<file path="config.mk">
export PLATFORM = sky130hd
export DESIGN_NAME = pm_port_arbiter
export DESIGN_NICKNAME = d
export VERILOG_FILES = /design/src/rtl/pm_port_arbiter_pkg.sv /design/src/rtl/pm_port_arbiter_rr2.sv /design/src/rtl/pm_port_arbiter.sv
export SDC_FILE = /design/constraint.sdc
export NUM_CORES = 1
export LEC_CHECK = 0
export ABC_CLOCK_PERIOD_IN_PS = 3200
export BUFFER_PORTS_ARGS = -buffer_cell sky130_fd_sc_hd__buf_2
export CAP_MARGIN = 20
export CORE_UTILIZATION = 35
export DETAILED_ROUTE_END_ITERATION = 10
export GPL_TIMING_DRIVEN = 0
export HOLD_SLACK_MARGIN = 0.02
export PLACE_DENSITY = 0.68
export SYNTH_ARGS = -nofsm -noshare
export SYNTH_HDL_FRONTEND = slang
export SYNTH_SLANG_ARGS = --single-unit
</file>
<file path="constraint.sdc">
create_clock -name clk -period 3.2 [get_ports clk]
set_input_delay 0.16 -clock clk [delete_from_list [all_inputs] [get_ports clk]]
set_output_delay 0.16 -clock clk [all_outputs]
set_load 0.05 [all_outputs]
</file>
<file path="src/rtl/pm_port_arbiter_pkg.sv">
// Shared types for the principal-memory port arbiter.
// FSM encodings, latched request bundle, default timeout data.
package pm_port_arbiter_pkg;

   typedef enum logic [1:0] {
      ST_IDLE  = 2'd0,
      ST_ISSUE = 2'd1,
      ST_WAIT  = 2'd2,
      ST_RESP  = 2'd3
   } pm_state_t;

   localparam logic [31:0] PM_TIMEOUT_DATA = 32'hDEADBEEF;

   typedef struct packed {
      logic        instr;
      logic [31:0] addr;
      logic [31:0] wdata;
      logic [3:0]  wstrb;
   } pm_req_t;

   function automatic pm_req_t pm_pick(
      input logic    sel,
      input pm_req_t r0,
      input pm_req_t r1
   );
      return sel ? r1 : r0;
   endfunction

endpackage

</file>
<file path="src/rtl/pm_port_arbiter_rr2.sv">
// Two-way request arbiter: round-robin or fixed priority.
// Purely combinational; the caller owns last_grant.
module pm_port_arbiter_rr2 (
   input  logic [1:0] req,
   input  logic       last_grant,
   input  logic       fixed_prio,
   output logic       any,
   output logic       grant
);

   // pick a winner: lone requester wins, ties by mode
   always_comb begin
      any   = |req;
      grant = 1'b0;
      case (req)
         2'b01:   grant = 1'b0;
         2'b10:   grant = 1'b1;
         2'b11:   grant = fixed_prio ? 1'b0 : ~last_grant;
         default: grant = 1'b0;
      endcase
   end

endmodule

</file>
<file path="src/rtl/pm_port_arbiter.sv">
// Shares the principal-memory port between two requesters.
// One transaction at a time, with a watchdog for stuck responses.
module pm_port_arbiter
   import pm_port_arbiter_pkg::*;
#(
   parameter int          PRIORITY_MODE  = 0,
   parameter int          TIMEOUT_CYCLES = 1024,
   parameter logic [31:0] TIMEOUT_DATA   = PM_TIMEOUT_DATA
) (
   input  logic        clk,
   input  logic        resetn,
   input  logic        m0_valid,
   input  logic        m0_instr,
   input  logic [31:0] m0_addr,
   input  logic [31:0] m0_wdata,
   input  logic [3:0]  m0_wstrb,
   output logic        m0_ready,
   output logic [31:0] m0_rdata,
   input  logic        m1_valid,
   input  logic        m1_instr,
   input  logic [31:0] m1_addr,
   input  logic [31:0] m1_wdata,
   input  logic [3:0]  m1_wstrb,
   output logic        m1_ready,
   output logic [31:0] m1_rdata,
   output logic        mem_valid_pm,
   output logic        mem_instr_pm,
   output logic [31:0] mem_addr_pm,
   output logic [31:0] mem_wdata_pm,
   output logic [3:0]  mem_wstrb_pm,
   input  logic        mem_ready_pm,
   input  logic [31:0] mem_rdata_pm,
   input  logic        timeout_clr,
   output logic        timeout_flag,
   output logic        grant_owner,
   output logic        busy
);

   localparam int CW =
      (TIMEOUT_CYCLES > 0) ? $clog2(TIMEOUT_CYCLES + 1) : 1;
   localparam logic [CW-1:0] CNT_LAST =
      CW'((TIMEOUT_CYCLES > 0) ? TIMEOUT_CYCLES - 1 : 0);
   localparam logic WD_EN = (TIMEOUT_CYCLES != 0);

   pm_state_t     state;
   pm_state_t     state_n;
   logic [CW-1:0] cnt;
   logic          last_grant;
   logic          any;
   logic          gnt;
   logic          expire;
   logic          done_ok;
   logic          done_to;
   pm_req_t       r0;
   pm_req_t       r1;
   pm_req_t       rw;

   assign r0 = '{instr: m0_instr, addr: m0_addr,
                 wdata: m0_wdata, wstrb: m0_wstrb};
   assign r1 = '{instr: m1_instr, addr: m1_addr,
                 wdata: m1_wdata, wstrb: m1_wstrb};
   assign rw = pm_pick(gnt, r0, r1);

   pm_port_arbiter_rr2 u_arb (
      .req        ({m1_valid, m0_valid}),
      .last_grant (last_grant),
      .fixed_prio (PRIORITY_MODE != 0),
      .any        (any),
      .grant      (gnt)
   );

   // memory response beats the watchdog when both land together
   assign expire  = WD_EN & (cnt == CNT_LAST);
   assign done_ok = (state == ST_WAIT) & mem_ready_pm;
   assign done_to = (state == ST_WAIT) & ~mem_ready_pm & expire;

   // next-state decode
   always_comb begin
      state_n = state;
      unique case (state)
         ST_IDLE:  if (any) state_n = ST_ISSUE;
         ST_ISSUE: state_n = ST_WAIT;
         ST_WAIT:  if (done_ok | done_to) state_n = ST_RESP;
         ST_RESP:  state_n = ST_IDLE;
         default:  state_n = ST_IDLE;
      endcase
   end

   // state register and registered busy indication
   always_ff @(posedge clk or negedge resetn) begin
      if (!resetn) begin
         state <= ST_IDLE;
         busy  <= 1'b0;
      end else begin
         state <= state_n;
         busy  <= (state_n != ST_IDLE);
      end
   end

   // request latches, memory handshake, owner response, watchdog count
   always_ff @(posedge clk or negedge resetn) begin
      if (!resetn) begin
         mem_valid_pm <= 1'b0;
         mem_instr_pm <= 1'b0;
         mem_addr_pm  <= '0;
         mem_wdata_pm <= '0;
         mem_wstrb_pm <= '0;
         m0_ready     <= 1'b0;
         m1_ready     <= 1'b0;
         m0_rdata     <= '0;
         m1_rdata     <= '0;
         grant_owner  <= 1'b0;
         last_grant   <= 1'b1;
         cnt          <= '0;
      end else begin
         unique case (state)
            ST_IDLE: begin
               if (any) begin
                  {mem_instr_pm, mem_addr_pm,
                   mem_wdata_pm, mem_wstrb_pm} <= rw;
                  grant_owner <= gnt;
               end
            end
            ST_ISSUE: begin
               mem_valid_pm <= 1'b1;
               cnt          <= '0;
            end
            ST_WAIT: begin
               if (done_ok | done_to) begin
                  mem_valid_pm <= 1'b0;
                  if (grant_owner) begin
                     m1_ready <= 1'b1;
                     m1_rdata <= done_ok ? mem_rdata_pm
                                         : TIMEOUT_DATA;
                  end else begin
                     m0_ready <= 1'b1;
                     m0_rdata <= done_ok ? mem_rdata_pm
                                         : TIMEOUT_DATA;
                  end
               end else if (cnt != {CW{1'b1}}) begin
                  cnt <= cnt + CW'(1);
               end
            end
            ST_RESP: begin
               m0_ready   <= 1'b0;
               m1_ready   <= 1'b0;
               last_grant <= grant_owner;
            end
            default: ;
         endcase
      end
   end

   // sticky watchdog flag; a new timeout overrides a clear
   always_ff @(posedge clk or negedge resetn) begin
      if (!resetn)
         timeout_flag <= 1'b0;
      else if (done_to)
         timeout_flag <= 1'b1;
      else if (timeout_clr)
         timeout_flag <= 1'b0;
   end

endmodule

</file>
==> flow_summary.toml <==
[critical_path]
cp-end-kind = "register"
arrival_ns = 2.70
r2r_setup_slack_ns = 0.80
reg2regPathDepth = 7
crit_required_ns = 3.51
startpoint_type = "register"
crit_fanout = 10
path_class = "reg -> reg"

[floorplanning]
num_rows = 49
die_w_um = 139
core_um2 = 18100
pin_count = 315
die_area_um2 = 19200
die_y_um = 139
start_util_pct = 36.1

[global_routing]
grt_max_degree = 96
grt_pass1_vias = 6115
antenna_found_initial = 0
grt_usage_pct = 21.6
grt-ovfl-total = 0
grt_pass1_wl_um = 32300

[power]
leakagePower_nw = 4.82
pwr-share-comb_pct = 53.5
p_sw_mw = 5.99
irDropWorstVdd_mv = 0.454
p_int_mw = 5.55
sw_frac_of_total_pct = 51.9
pwr-share-seq_pct = 28.6
power.share.clock_pct = 17.9
p_per_area_nw_per_um2 = 1190

[routing]
wire_per_inst_um = 16.8
drt_pre_antenna_iters = 9
vias_per_cell = 4.90
drt-initial-drc-count = 252
wl_um = 20000
dr_total_vias = 5863
postRouteAntennaNets = 0
drc_errors = 39

[sta]
period_needed_ns = 2.40
period_share_pct = 74.9
finalClockSkew_ns = 0.0108
slew_headroom_pct = 45.7
worstMarginPinSlew_ns = 0.811
maxSlewViolCount = 0
max_freq_ghz = 0.417
finalSetupViolCount = 0
rsz0062_at_grt = "false"
hold_viol_final = 0

[layout]
final_cell_area_um2 = 9690
layout-drive-gt1-share_pct = 38.6
areaGrowthSynthToFinish_pct = 48.5
n_antenna_cell = 0
fin_nets = 1136
mostFrequentLayoutCells = "buf_2 (322), dfrtp_1 (152), nand2_1 (80)"
fin_cells = 1196
final_common_cell = "buf_2"

[yosys]
yosysWarningCount = 0
synth_compound_area_share_pct = 17.9
synth_top_family_by_area = "compound AO/OA/AOI/OAI gates"
synth-seq-cells = 153
ys.flop_type = "dfrtp_1"
synthSimpleGateAreaFrac_pct = 7.94
synth_seq_area_share_pct = 58.7
synth_mux_area_share_pct = 10.9
synthesis.area_um2 = 6520
synthAdderAreaFrac_pct = 1.15
avgSynthCellArea_um2 = 11.8
synth_cells = 554
synth_nets = 736
synth_edf_count = 0
synth.distinct_cells = 48
async_flop_share_pct = 100
synth_xor_area_share_pct = 0

[placed_design]
placedCellCount = 1097
numPortBuffers = 313
place_congestion = 0.787
placed_cell_area_um2 = 8410
dp_hpwl_um = 14300

[clock_network]
cts_max_level = 4
clock_insertion_delay_worst_skew_ns = 0.42
path_clk_slew_ns = 0.07
numCtsBuffers = 17
cts_sinks = 153
cts_setup_buffers = 0
cts_tree = "done"
cts_root_buffer = "clkbuf_16"
cts_buffer_depth = 2

[hold_path]
whs_path_depth = 3
hold_class = "in -> reg"

[outcome]
failed_checks = "design-rule violations"
status = "finished, violations left"

[job]
cap_violations = 0
-- sequential cells by signal, indices dropped and copies added, names as in the netlist --
name / cells
mem_wstrb_pm: 4
cnt: 11
state: 2
m0_ready: 1
mem_addr_pm: 32
mem_valid_pm: 1
m1_ready: 1
busy: 1
m0_rdata: 32
mem_wdata_pm: 32
timeout_flag: 1
last_grant: 1
m1_rdata: 32
mem_instr_pm: 1
grant_owner: 1
-- power groups by stage --
stage                     clock (mW)  sequential, mW  combinational (mW)
after global routing            2.20            3.41                6.53
after floorplan                    0            6.25                1.51
after global placement             0            3.29                6.04
final                           2.06            3.30                6.17
after detailed placement           0            3.31                6.13
after CTS                       2.11            3.29                6.20
-- metrics by stage --
step	power, mW	setup WS (ns)	setup TNS [ns]	hold WS [ns]	util (%)
2_1_floorplan	7.77	1.36	0	-0.136	-
5_1_grt	12.1	0.583	0	0.0255	53.6
3_5_place_dp	9.44	0.780	0	0.172	46.5
4_1_cts	11.6	0.769	0	0.0203	53.6
6_report	11.5	0.803	0	0.0352	53.6
3_3_place_gp	9.33	-0.318	-46.09	0.342	46.3
-- path summary, 6_finish.rpt --
path	startpoint	end
worst max register to register	state[0]	m1_rdata[8]
min in group asynchronous	resetn	m1_rdata[0]
max in group asynchronous	resetn	mem_wstrb_pm[3]
worst min-delay path	m1_addr[30]	mem_addr_pm[30]
worst max-delay path	state[0]	m1_rdata[8]
worst min register to register	mem_addr_pm[18]	mem_addr_pm[18]
-- cells by family after synthesis --
logic type               count (synthesis)
multiplexers                            71
AND/OR/NAND/NOR                        110
buffers and inverters                   44
adder cells (fa/ha/maj)                  6
AO/OA/AOI/OAI                          170
flip-flops                             153
-- worst max-delay path: stages, from the launching register on --
cell and delay, ns:
dfrtp_1 0.42, inv_1 0.12, ha_1 0.20, buf_4 0.19
nand2_1 0.08, nor2_1 0.62, a21oi_1 0.37, a22o_1 0.28
-- cell type report --
type,count,area [um^2]
Tap cell,229,287
Multi-Input combinational cell,357,2470
Sequential cell,153,3830
Buffer,36,193
Inverter,8,30.0
Clock inverter,15,183
Clock buffer,17,425
Fill cell,1584,8400
Timing Repair Buffer,381,2270
-- cell usage after synthesis, types with 3 or more instances --
master	instances	share of area [%]
ha_1	6	1.2
o22a_1	48	6.4
clkbuf_1	18	1.0
a21oi_1	4	0.31
nand2b_1	3	0.29
o31ai_1	5	0.58
dfrtp_1	152	58
o21ai_0	78	6.0
a22o_1	18	2.4
nor2_1	6	0.35
nand3_1	6	0.46
buf_2	10	0.77
buf_4	4	0.46
mux2i_1	70	11
inv_1	8	0.46
nand2_1	80	4.6
-- layer usage --
metal  global-route usage [%]  share of wire [%]  wire length, um  vias to the layer above
li1                         -                  -                -                     2810
met1                     25.1                 41             8150                     2800
met2                     38.5                 51            10300                      233
met3                     5.82                6.2             1250                       20
met4                     7.04                1.7              348                        0
met5                        0                  0                0                        -
-- timing repair --
item,in CTS,in global routing
hold buffers,67,0
gates resized for setup,0,0
endpoints found under the hold margin,144,0
(Power assumes the default switching activity.)
